### config.mk
export PLATFORM = sky130hd
export DESIGN_NAME = inst_loader_flat
export DESIGN_NICKNAME = d
export VERILOG_FILES = /design/src/rtl/inst_loader_pkg.sv /design/src/rtl/inst_loader_if.sv /design/src/rtl/inst_loader_byte_packer.sv /design/src/rtl/inst_loader.sv /design/src/flat_wrapper.sv
export SDC_FILE = /design/constraint.sdc
export NUM_CORES = 1
export LEC_CHECK = 0
export CORE_ASPECT_RATIO = 0.7
export CORE_UTILIZATION = 50
export DETAILED_ROUTE_END_ITERATION = 8
export MAX_ROUTING_LAYER = met4
export PLACE_DENSITY = 0.79
export SLEW_MARGIN = 10
export SYNTH_ARGS = -nofsm -noshare
export SYNTH_HDL_FRONTEND = slang
export SYNTH_SLANG_ARGS = --single-unit
### constraint.sdc
create_clock -name clk -period 2.3 [get_ports clk]
set_input_delay 0.69 -clock clk [delete_from_list [all_inputs] [get_ports clk]]
set_output_delay 0.69 -clock clk [all_outputs]
set_load 0.02 [all_outputs]
### src/rtl/inst_loader_pkg.sv
`default_nettype none
// ============================================================================
//  Module      : inst_loader_pkg
//  Description : Shared constants and the loader state type used by the
//                instruction loader and its byte packer.
//                Contents: c_max_words_default (default word limit per load),
//                c_hdr_bytes (length-header size in bytes), c_word_bytes
//                (bytes per instruction word), state_t (loader states).
//  Revision    : 1.0 - initial release
// ============================================================================
package inst_loader_pkg;

    localparam int unsigned c_max_words_default = 256;
    localparam int unsigned c_hdr_bytes         = 2;
    localparam int unsigned c_word_bytes        = 4;

    typedef enum logic [2:0] {
        HDR_LO = 3'd0,
        HDR_HI = 3'd1,
        DATA   = 3'd2,
        RUN    = 3'd3,
        ERR    = 3'd4
    } state_t;

endpackage : inst_loader_pkg
`default_nettype wire

### src/rtl/inst_loader_if.sv
`default_nettype none
// ============================================================================
//  Module      : inst_loader_if
//  Description : Host byte stream, instruction-memory write port and CPU
//                control signals of the instruction loader.
//                master : host side  (drives in_valid, in_data, load_req)
//                slave  : loader side (drives in_ready, imem_we, imem_addr,
//                         imem_wdata, cpu_start, words_loaded, err)
//  Revision    : 1.0 - initial release
// ============================================================================
interface inst_loader_if;

    logic        in_valid;
    logic [7:0]  in_data;
    logic        in_ready;
    logic        load_req;
    logic        imem_we;
    logic [31:0] imem_addr;
    logic [31:0] imem_wdata;
    logic        cpu_start;
    logic [15:0] words_loaded;
    logic        err;

    modport master (
        output in_valid, in_data, load_req,
        input  in_ready, imem_we, imem_addr, imem_wdata,
               cpu_start, words_loaded, err
    );

    modport slave (
        input  in_valid, in_data, load_req,
        output in_ready, imem_we, imem_addr, imem_wdata,
               cpu_start, words_loaded, err
    );

endinterface : inst_loader_if
`default_nettype wire

### src/rtl/inst_loader_byte_packer.sv
`default_nettype none
// ============================================================================
//  Module      : inst_loader_byte_packer
//  Description : Packs accepted bytes little-endian into 32-bit words.
//                clk, rst      : clock, synchronous active-high reset
//                i_clr         : discard any partial word (held while the
//                                loader is not receiving data)
//                i_byte_valid  : a data byte is accepted this cycle
//                i_byte        : the data byte
//                o_last_byte   : the next accepted byte completes a word
//                o_word        : last completed word (held between words)
//                o_word_done   : one-cycle pulse, the cycle after completion
//  Revision    : 1.0 - initial release
// ============================================================================
module inst_loader_byte_packer
    import inst_loader_pkg::*;
(
    input  wire logic        clk,
    input  wire logic        rst,
    input  wire logic        i_clr,
    input  wire logic        i_byte_valid,
    input  wire logic [7:0]  i_byte,
    output logic             o_last_byte,
    output logic [31:0]      o_word,
    output logic             o_word_done
);

    localparam logic [1:0] c_last_cnt = 2'(c_word_bytes - 1);

    logic [1:0]  r_cnt;
    logic [23:0] r_shift;
    logic [31:0] r_word;
    logic        r_word_done;

    assign o_last_byte = (r_cnt == c_last_cnt);
    assign o_word      = r_word;
    assign o_word_done = r_word_done;

    // Bytes enter at the top and move down, so after three bytes the first
    // one sits in [7:0]; the fourth byte is placed directly into [31:24].
    always_ff @(posedge clk) begin
        if (rst || i_clr) begin
            r_cnt       <= 2'd0;
            r_shift     <= 24'd0;
            r_word_done <= 1'b0;
        end else begin
            r_word_done <= 1'b0;
            if (i_byte_valid) begin
                r_cnt   <= r_cnt + 2'd1;   // natural wrap 3 -> 0
                r_shift <= {i_byte, r_shift[23:8]};
                if (r_cnt == c_last_cnt) begin
                    r_word_done <= 1'b1;
                end
            end
        end
    end

    // The completed word is held until the next one so the write data never
    // floats between strobes; only reset clears it.
    always_ff @(posedge clk) begin
        if (rst) begin
            r_word <= 32'd0;
        end else if (!i_clr && i_byte_valid && (r_cnt == c_last_cnt)) begin
            r_word <= {i_byte, r_shift};
        end
    end

endmodule : inst_loader_byte_packer
`default_nettype wire

### src/rtl/inst_loader.sv
`default_nettype none
// ============================================================================
//  Module      : inst_loader
//  Description : Receives a 2-byte little-endian word count followed by
//                little-endian instruction words, writes them to instruction
//                memory at consecutive word addresses, then releases the CPU.
//                clk, rst : clock, synchronous active-high reset
//                bus      : inst_loader_if.slave (host stream in, imem write
//                           port, cpu_start, words_loaded, err out)
//                MAX_WORDS: largest word count accepted in a header
//  Revision    : 1.0 - initial release
// ============================================================================
module inst_loader
    import inst_loader_pkg::*;
#(
    parameter int unsigned MAX_WORDS = c_max_words_default
)(
    input  wire logic     clk,
    input  wire logic     rst,
    inst_loader_if.slave  bus
);

    localparam int unsigned c_len_w = 8 * c_hdr_bytes;

    state_t             r_state;
    state_t             w_state_nxt;
    logic [c_len_w-1:0] r_hdr_len;
    logic [c_len_w-1:0] w_hdr_len_full;
    logic [15:0]        r_words_loaded;
    logic [31:0]        r_imem_addr;
    logic               w_in_ready;
    logic               w_byte_acc;
    logic               w_data_acc;
    logic               w_last_byte;
    logic               w_word_done;
    logic [31:0]        w_word;

    assign w_byte_acc     = bus.in_valid && w_in_ready;
    assign w_data_acc     = w_byte_acc && (r_state == DATA);
    // Full count as it will be once the high header byte is taken.
    assign w_hdr_len_full = {bus.in_data, r_hdr_len[7:0]};

    inst_loader_byte_packer u_packer (
        .clk          (clk),
        .rst          (rst),
        .i_clr        (r_state != DATA),
        .i_byte_valid (w_data_acc),
        .i_byte       (bus.in_data),
        .o_last_byte  (w_last_byte),
        .o_word       (w_word),
        .o_word_done  (w_word_done)
    );

    always_ff @(posedge clk) begin
        if (rst) begin
            r_state <= HDR_LO;
        end else begin
            r_state <= w_state_nxt;
        end
    end

    always_comb begin
        w_state_nxt   = r_state;
        w_in_ready    = 1'b0;
        bus.cpu_start = 1'b0;
        bus.err       = 1'b0;
        case (r_state)
            HDR_LO: begin
                w_in_ready = 1'b1;
                if (w_byte_acc) begin
                    w_state_nxt = HDR_HI;
                end
            end
            HDR_HI: begin
                w_in_ready = 1'b1;
                if (w_byte_acc) begin
                    if (w_hdr_len_full == '0) begin
                        w_state_nxt = RUN;
                    end else if (32'(w_hdr_len_full) > MAX_WORDS) begin
                        w_state_nxt = ERR;
                    end else begin
                        w_state_nxt = DATA;
                    end
                end
            end
            DATA: begin
                w_in_ready = 1'b1;
                // words_loaded already shows the new count during the write
                // strobe, so the final strobe is where the load completes.
                if (w_word_done && (r_words_loaded == r_hdr_len)) begin
                    w_state_nxt = RUN;
                end
            end
            RUN: begin
                bus.cpu_start = 1'b1;
                if (bus.load_req) begin
                    w_state_nxt = HDR_LO;
                end
            end
            ERR: begin
                bus.err = 1'b1;
            end
            default: begin
                w_state_nxt = HDR_LO;
            end
        endcase
    end

    // Header capture, word index and write address. The address and count
    // are updated on the edge that completes a word, so both line up with
    // the write strobe the packer raises on that same edge.
    always_ff @(posedge clk) begin
        if (rst) begin
            r_hdr_len      <= '0;
            r_words_loaded <= 16'd0;
            r_imem_addr    <= 32'd0;
        end else begin
            if ((r_state == HDR_LO) && w_byte_acc) begin
                r_hdr_len[7:0] <= bus.in_data;
            end
            if ((r_state == HDR_HI) && w_byte_acc) begin
                r_hdr_len[15:8] <= bus.in_data;
            end
            if ((r_state == RUN) && bus.load_req) begin
                r_words_loaded <= 16'd0;
            end else if (w_data_acc && w_last_byte) begin
                r_words_loaded <= r_words_loaded + 16'd1;
                r_imem_addr    <= {14'd0, r_words_loaded, 2'b00};
            end
        end
    end

    assign bus.in_ready     = w_in_ready;
    assign bus.imem_we      = w_word_done;
    assign bus.imem_addr    = r_imem_addr;
    assign bus.imem_wdata   = w_word;
    assign bus.words_loaded = r_words_loaded;

endmodule : inst_loader
`default_nettype wire
### src/flat_wrapper.sv
// flat-port wrapper written by rule: the top's interface ports become plain ports
module inst_loader_flat import inst_loader_pkg::*;
#(
    parameter int unsigned MAX_WORDS = c_max_words_default
)
  (clk, rst, bus_in_valid, bus_in_data, bus_load_req, bus_in_ready, bus_imem_we, bus_imem_addr, bus_imem_wdata, bus_cpu_start, bus_words_loaded, bus_err);
  inst_loader_if bus_i ();
  input  wire logic clk;
  input  wire logic rst;
  input wire logic [$bits(bus_i.in_valid)-1:0] bus_in_valid;
  input wire logic [$bits(bus_i.in_data)-1:0] bus_in_data;
  input wire logic [$bits(bus_i.load_req)-1:0] bus_load_req;
  output wire logic [$bits(bus_i.in_ready)-1:0] bus_in_ready;
  output wire logic [$bits(bus_i.imem_we)-1:0] bus_imem_we;
  output wire logic [$bits(bus_i.imem_addr)-1:0] bus_imem_addr;
  output wire logic [$bits(bus_i.imem_wdata)-1:0] bus_imem_wdata;
  output wire logic [$bits(bus_i.cpu_start)-1:0] bus_cpu_start;
  output wire logic [$bits(bus_i.words_loaded)-1:0] bus_words_loaded;
  output wire logic [$bits(bus_i.err)-1:0] bus_err;
  assign bus_i.in_valid = bus_in_valid;
  assign bus_i.in_data = bus_in_data;
  assign bus_i.load_req = bus_load_req;
  assign bus_in_ready = bus_i.in_ready;
  assign bus_imem_we = bus_i.imem_we;
  assign bus_imem_addr = bus_i.imem_addr;
  assign bus_imem_wdata = bus_i.imem_wdata;
  assign bus_cpu_start = bus_i.cpu_start;
  assign bus_words_loaded = bus_i.words_loaded;
  assign bus_err = bus_i.err;
  inst_loader #(.MAX_WORDS(MAX_WORDS)) u_core (.clk(clk), .rst(rst), .bus(bus_i));
endmodule
==> flow_summary.json <==
{
  "wl_per_cell_um": 15.3,
  "hold_depth": 2,
  "fillers": 729,
  "worstRegToRegCells": 5,
  "ctsResizeCount": 5,
  "crit_cells": 1,
  "port_buffers": 79,
  "synthFlopType": "dfxtp_1",
  "gp_congestion": 0.839,
  "period_share_pct": 96.3,
  "fin_worst_skew_ns": 0.00636,
  "totalPowerFinal_mw": 3.77,
  "postSynthCellCount": 531,
  "grt_max_degree": 39,
  "die_area_um2": 9290,
  "crit_chain": "clkdlybuf4s50_1",
  "die_w_um": 115,
  "cp-start-kind": "flop",
  "crit_path_max_incr_delay_ns": 0.67,
  "crit_type": "flop to output port",
  "nets": 627,
  "cap_violations": 0,
  "antenna_found_initial": 0,
  "clk_latency_ns": 0.35,
  "synth_edf_count": 0,
  "p_leak_nw": 2.03,
  "synth_area_leaders": "dfxtp_1 (49%), nand2_1 (12%), a21oi_1 (8.2%)",
  "yosysTopAreaCellShare_pct": 49.5,
  "track_usage_pct": 25.8,
  "clk_pin_slew_ns": 0.07,
  "crit_family": "buffers and inverters",
  "synth_common_cells": "nand2_1 (139), dfxtp_1 (110), a21oi_1 (73)",
  "hp-class": "flop to flop",
  "post-cts-setup-buffer-count": 0,
  "intPower_mw": 2.90,
  "p_clk_share_pct": 42.1,
  "seq_area_um2": 2200,
  "multi_input_area_um2": 2030,
  "routed_wl_mm": 11.3,
  "layout-drive-gt1-share_pct": 9.06,
  "first_pass_iters": 5,
  "irDropWorstVdd_uv": 389,
  "vias": 3838,
  "cts.hold.buffers_added": 0,
  "whs_ns": 0.454,
  "final-setup-viol-count": 0,
  "dpl.cell_count": 722,
  "yosys.cell_types.count": 39,
  "syn2layout_area_growth_pct": 28.5,
  "async_reset_ff_share_pct": 0,
  "finalHoldViolations": 0,
  "initial_core_util_pct": 52.1,
  "drc": 0,
  "grt-ovfl-total": 0,
  "rsz0062_at_grt": "no",
  "path_buf_inv": 1,
  "fmax_mhz": 451,
  "cts-htree-levels": 3,
  "ios": 96,
  "fin_crit_ns": 2.22,
  "dp_hpwl_mm": 8.01,
  "swShare_pct": 23.2,
  "grt_pass1_wl_mm": 17.7,
  "yosysMostFrequentCell": "nand2_1",
  "cts_tree": "done",
  "synth_area_um2": 4450,
  "clock_path_buffers": 2,
  "layout.cells.non_filler": 738,
  "via_per_inst": 5.20,
  "cts_made_buffers": 9,
  "ys_seq_area_share_pct": 49.5,
  "end_kind": "output port",
  "cts_root_buf": "clkbuf_16",
  "cpMaxStageDelayCell": "clkdlybuf4s50_1",
  "critPathRequiredTime_ns": 1.61,
  "pre_cts_slack_ns": -0.184,
  "setup_slack_ns": 0.0845,
  "pwr-share-seq_pct": 51.6,
  "final_area_um2": 5720,
  "tightest_slew_ns": 0.870,
  "relSlewSlack_pct": 42.0,
  "avgSynthCellArea_um2": 8.38,
  "dpl_cell_area_um2": 5410,
  "ys_ff_latch": 110,
  "final-max-slew-violation-count": 0,
  "yosys_warnings": 0,
  "cts_sinks": 110,
  "p_sw_uw": 873,
  "combPwrFrac_pct": 6.3,
  "row_count": 28,
  "powerDensity_nw_per_um2": 659,
  "synth_top_area_cell": "dfxtp_1",
  "core_um2": 8550,
  "outcome": "finished, final reports clean",
  "antenna_cells": 0,
  "cp.arrival_ns": 1.53,
  "ant_nets": 0,
  "first_global_vias": 3483,
  "die_y_um": 80.9,
  "cp_max_fo": 8,
  "drt_iter0_drc": 320
}
flip-flops by register name (all words and copies together), names as in the netlist:
register and cells:
u_core.bus.imem_addr 16, u_core.bus.words_loaded 16, u_core.r_hdr_len 16, u_core.r_state 3, u_core.u_packer.o_word 32, u_core.u_packer.o_word_done 1
u_core.u_packer.r_cnt 2, u_core.u_packer.r_shift 24
power by group through the flow:
stage / combinational [mW] / sequential, mW / clock, mW
5_1_grt: 0.255 / 1.95 / 1.69
3_3_place_gp: 0.224 / 1.99 / 0
2_1_floorplan: 0.171 / 1.98 / 0
6_report: 0.236 / 1.94 / 1.59
3_5_place_dp: 0.229 / 1.99 / 0
4_1_cts: 0.230 / 1.94 / 1.61
final cells by class:
cell class                 instances  area share, %
timing repair buffer             105           17.5
sequential                       110           38.5
clock inverter                     6           1.20
inverter                           6          0.394
tap                              120           2.62
multi-input combinational        381           35.6
clock buffer                      10           4.18
logic make-up after synthesis:
logic type               count (synthesis)  share of synthesized area (%)
AND/OR/NAND/NOR                        225                           22.4
multiplexers                            26                           5.87
adder cells (fa/ha/maj)                  2                          0.562
buffers and inverters                   55                           6.27
XOR/XNOR                                28                           5.51
flip-flops                             110                           49.5
other                                    1                         0.0842
AO/OA/AOI/OAI                           84                           9.81
final timing paths:
check / start / to / slack (ns)
worst max register to register: u_core.bus.words_loaded[4] / u_core.r_state[0] / 0.40
worst min-delay path: u_core.bus.imem_addr[16] / u_core.bus.imem_addr[16] / 0.45
worst max-delay path: u_core.bus.words_loaded[3] / bus_words_loaded[3] / 0.08
worst min register to register: u_core.bus.imem_addr[16] / u_core.bus.imem_addr[16] / 0.45
layer usage:
| metal | wire length [µm] | GRT usage [%] |
|---|---|---|
| met3 | 930 | 4.40 |
| met2 | 4830 | 36.8 |
| met4 | 69 | 7.01 |
| met1 | 5440 | 37.4 |
| met5 | 0 | - |
per-stage QoR:
step | util (%) | setup TNS (ns)
5_1_grt | 66.9 | 0
2_1_floorplan | - | 0
4_1_cts | 66.9 | 0
6_report | 66.9 | 0
3_5_place_dp | 63.3 | -0.860
3_3_place_gp | 63.3 | -0.197
cell usage in the layout, fill, tap and decap left out, types with 6 or more instances in the layout:
master             n
nor2_1            41
clkdlybuf4s50_1   75
mux2i_1           25
buf_4             24
nand4_1            6
a21oi_1           73
inv_1              6
conb_1            16
clkbuf_16          9
nand2_1          139
nor3_1             6
dfxtp_1          108
or3_1              8
xnor2_1           20
xor2_1             8
Note: power is estimated with default switching activity, not from simulation.
